--- config.mk ---
export PLATFORM = sky130hd
export DESIGN_NAME = alu
export DESIGN_NICKNAME = d
export VERILOG_FILES = /design/src/rtl/alu_pkg.sv /design/src/rtl/alu_shifter.sv /design/src/rtl/alu.sv
export SDC_FILE = /design/constraint.sdc
export NUM_CORES = 2
export LEC_CHECK = 0
export BUFFER_PORTS_ARGS = -buffer_cell sky130_fd_sc_hd__buf_2
export CORE_MARGIN = 10
export CORE_UTILIZATION = 40
export CTS_CLUSTER_DIAMETER = 80
export DETAILED_ROUTE_END_ITERATION = 10
export PLACE_DENSITY = 0.6
export SLEW_MARGIN = 20
export SYNTH_ARGS = -nofsm -noshare
export SYNTH_HDL_FRONTEND = slang
export SYNTH_HIERARCHICAL = 1
export SYNTH_SLANG_ARGS = --single-unit
export TNS_END_PERCENT = 10
--- constraint.sdc ---
create_clock -name clk -period 9.42 [get_ports clk]
set_clock_uncertainty 0.2 [all_clocks]
set_input_delay 1.413 -clock clk [delete_from_list [all_inputs] [get_ports clk]]
set_output_delay 1.413 -clock clk [all_outputs]
set_load 0.05 [all_outputs]
--- src/rtl/alu_pkg.sv ---
// Shared opcode encoding and default widths for the ALU slice.
// The divider is present only when ALU_DIV_EN is defined (see alu.sv).
package alu_pkg;

  localparam int ALU_DATA_W = 32;
  localparam int SHAMT_W    = 5;

  typedef enum logic [3:0] {
    OP_ADD = 4'd1,
    OP_SUB = 4'd2,
    OP_MUL = 4'd5,
    OP_DIV = 4'd6,
    OP_OR  = 4'd7,
    OP_AND = 4'd8,
    OP_XOR = 4'd9,
    OP_SLL = 4'd10,
    OP_SRL = 4'd11,
    OP_SLT = 4'd12
  } op_e;

endpackage

--- src/rtl/alu_shifter.sv ---
// Logical barrel shifter for SLL/SRL; vacated bits are always zero-filled.
// Only the low SHAMT_W bits of the amount reach this block.
module alu_shifter
  import alu_pkg::*;
#(
  parameter int DATA_W = ALU_DATA_W
) (
  input  logic [DATA_W-1:0]  data,
  input  logic [SHAMT_W-1:0] amount,
  input  logic               shift_right,
  output logic [DATA_W-1:0]  shifted
);

  assign shifted = shift_right ? (data >> amount) : (data << amount);

endmodule

--- src/rtl/alu.sv ---
// Single-cycle ALU: combinational result plus registered result/zero/div0 flags.
// Define ALU_DIV_EN to build the unsigned divider; otherwise DIV returns 0 and div0_q is tied low.
module alu
  import alu_pkg::*;
#(
  parameter int DATA_W = ALU_DATA_W
) (
  input  logic              clk,
  input  logic              rst_n,
  input  logic [DATA_W-1:0] rda,
  input  logic [DATA_W-1:0] rdx,
  input  logic [3:0]        alu_decode,
  output logic [DATA_W-1:0] result,
  output logic [DATA_W-1:0] result_q,
  output logic              zero_q,
  output logic              div0_q
);

  logic [DATA_W-1:0] shift_out;

  alu_shifter #(.DATA_W(DATA_W)) u_shifter (
    .data        (rda),
    .amount      (rdx[SHAMT_W-1:0]),
    .shift_right (alu_decode == OP_SRL),
    .shifted     (shift_out)
  );

  always_comb begin
    // NOTE: default assignment first so every path drives result and no latch is inferred.
    result = '0;
    case (alu_decode)
      OP_ADD: result = rda + rdx;
      OP_SUB: result = rda - rdx;
      OP_MUL: result = rda * rdx;
`ifdef ALU_DIV_EN
      OP_DIV: result = (rdx == '0) ? '1 : (rda / rdx);
`endif
      OP_OR:  result = rda | rdx;
      OP_AND: result = rda & rdx;
      OP_XOR: result = rda ^ rdx;
      OP_SLL: result = shift_out;
      OP_SRL: result = shift_out;
      OP_SLT: result = {{(DATA_W-1){1'b0}}, (rda < rdx)};
      default: result = '0;
    endcase
  end

  always_ff @(posedge clk) begin
    // NOTE: non-blocking assignments for all registered state so every flop samples pre-edge values.
    if (!rst_n) begin
      result_q <= '0;
      zero_q   <= 1'b1;
    end else begin
      result_q <= result;
      zero_q   <= (result == '0);
    end
  end

`ifdef ALU_DIV_EN
  always_ff @(posedge clk) begin
    if (!rst_n) div0_q <= 1'b0;
    else        div0_q <= (alu_decode == OP_DIV) && (rdx == '0);
  end
`else
  assign div0_q = 1'b0;
`endif

endmodule

==> flow_summary.json <==
{
  "syn-cell-area_mm2": 0.0259,
  "cts_root_buffer": "clkbuf_16",
  "critPathMaxStageDelay_ns": 0.55,
  "worstSetupEndpointType": "output pin",
  "fin_crit_sh_pct": 109,
  "drc": 0,
  "grt_usage_pct": 33.4,
  "maxCapViolations": 0,
  "grt_pass1_wl_mm": 186,
  "drt_wl_total_mm": 128,
  "status": "finished, violations left",
  "arrival_ns": 8.66,
  "clkSinkCount": 33,
  "rows": 93,
  "slew_violations": 0,
  "synth.avg_cell_area_um2": 7.96,
  "vias_per_cell": 6.06,
  "synth_flop_cell": "dfxtp_1",
  "cts.path.max_buffers": 2,
  "drt-wirelength-per-cell_um": 28.4,
  "worst_slack_ns": -0.850,
  "critPathBufInv": 10,
  "io_buffers": 134,
  "min_period_ns": 10.27,
  "syn_to_final_growth_pct": 20.1,
  "final_cells": 4506,
  "cts_buffers": 5,
  "fin_area_mm2": 0.0311,
  "drive_gt1_share_pct": 21.1,
  "synth_nets": 3958,
  "die_height_um": 275,
  "post-route-util_pct": 48.4,
  "synth_async_sr_flop_share_pct": 0,
  "critPathKind": "in2out",
  "critPathMaxFanout": 8,
  "rsz0062_at_grt": "true",
  "worst_pin_slew_ns": 1.03,
  "synthCells": 3259,
  "core_mm2": 0.0643,
  "dp_hpwl_mm": 107,
  "hold_path_class": "in2reg",
  "grt_remaining_overflow": 0,
  "detail_route.iter0.violations": 3449,
  "relSlewSlack_pct": 30.9,
  "setup_viol": 18,
  "grt_max_degree": 71,
  "crit_top_cell": "fa_1",
  "synth_seq_cells": 33,
  "synth_edf_count": 0,
  "cp-start-kind": "primary input",
  "placedCellCount": 4489,
  "timing.fmax_mhz": 97.4,
  "detail-route-antenna-nets": 0,
  "cts_max_level": 2,
  "placed_area_mm2": 0.0305,
  "ys_seq_area_share_pct": 2.55,
  "tritoncts": "done",
  "hold_violations": 0,
  "place_congestion": 1.10,
  "num_io_pins": 136,
  "synth_cell_types": 107,
  "slowest_stage": "fa_1",
  "required_ns": 7.81,
  "die_w_um": 275,
  "antenna_found_initial": 13,
  "die_area_mm2": 0.0754,
  "drtPass1Iterations": 6,
  "initial_utilization_pct": 40.3,
  "fin_nets": 4343,
  "yosysWarnings": 6,
  "routed-via-count": 27307,
  "grt_pass1_vias": 27240,
  "clk_pin_slew_ns": 0.06,
  "ctsHoldBuffers": 0,
  "cp_top_family": "adder cells",
  "violations": "setup timing"
}
-- Yosys cell counts (all sizes together) (7+ instances only) --
master / instances / area (µm²)
or3: 11 / 68.8
ha: 219 / 2740
clkinv: 15 / 56.3
o32ai: 11 / 96.3
and2: 24 / 153
nor4: 18 / 134
o31ai: 12 / 100
xnor2: 68 / 596
nor2: 487 / 1830
a22oi: 18 / 135
buf: 72 / 413
o22ai: 48 / 300
a221o: 12 / 121
a21oi: 131 / 659
dfxtp: 33 / 661
o21bai: 12 / 90.1
a211oi: 33 / 258
mux4: 25 / 563
and3: 14 / 87.6
or2: 11 / 68.8
o21ai: 68 / 340
o2111ai: 7 / 61.3
fa: 410 / 8210
o21a: 12 / 90.1
mux2: 45 / 514
xor2: 32 / 280
o221ai: 22 / 199
nand2b: 28 / 175
o311ai: 9 / 78.8
a31oi: 26 / 163
nor2b: 21 / 131
inv: 486 / 1820
nand2: 315 / 1180
a221oi: 15 / 155
o211ai: 42 / 315
nor3: 47 / 235
mux2i: 88 / 881
a21o: 21 / 159
nand4: 15 / 93.8
clkbuf: 118 / 447
nand3: 43 / 220
-- area by class of cell --
type / instances / area (µm²)
fill: 6439 / 33200
multi-input combinational: 2535 / 23000
timing repair buffer: 568 / 4350
inverter: 501 / 1920
tap: 855 / 1070
sequential: 33 / 661
clock buffer: 5 / 125
clock inverter: 3 / 17.5
antenna: 6 / 15.0
-- metal layers --
| layer | up-vias | GRT usage, % | part of all wire, % |
|---|---|---|---|
| met1 | 13344 | 43.1 | 38 |
| met3 | 438 | 9.00 | 13 |
| met5 | - | 0 | 0.023 |
| met4 | 4 | 20.9 | 8.1 |
| li1 | 11559 | - | - |
| met2 | 1962 | 49.1 | 41 |
-- cells by family after synthesis --
kind of cell | count (synthesis) | synth area share (%)
mux | 158 | 7.55
xor+xnor | 100 | 3.38
compound gates | 580 | 15.7
other cells | 1 | 0.0145
flops | 33 | 2.55
fa+ha+maj | 629 | 42.2
buf+inv | 691 | 10.6
simple gates | 1067 | 18.0
-- per-stage QoR --
| step | TNS [ns] | hold WS (ns) | setup WS, ns |
|---|---|---|---|
| after global placement | -11.84 | 1.63 | -1.01 |
| after global routing | -12.31 | 1.35 | -1.07 |
| after detailed placement | -12.95 | 1.63 | -1.08 |
| after CTS | -7.96 | 1.34 | -0.879 |
| after floorplan | -1.77 | 1.33 | -0.365 |
| final | -8.85 | 1.33 | -0.850 |
-- sequential cells by signal, summed over array words and instances, names as in the netlist --
signal / cells
result_q: 32
zero_q: 1
-- cells in the final DEF (no fill, tap or decap), types with 42 or more instances in the layout --
master and instances:
nor2_1 474, inv_1 466, buf_4 413, fa_1 404, nand2_1 315, ha_1 212
a21oi_1 124, buf_2 112, mux2i_1 86, xnor2_1 66, o21ai_0 61, o22ai_1 48
nor3_1 45, o211ai_1 42
-- final timing paths --
check                   from           end  slack (ns)  cells past startpoint
worst max-delay path  rdx[6]    result[31]       -0.85                     27
worst min-delay path   rst_n  result_q[18]        1.33                      2
-- timing repair --
action,CTS,global route
endpoints found under the setup margin,21,22
buffers inserted,1,3
pin swaps,23,23
resized for setup,73,41
Power is not shown: default switching activity piles up to over one toggle a cycle in this logic, so the estimate is an artifact.
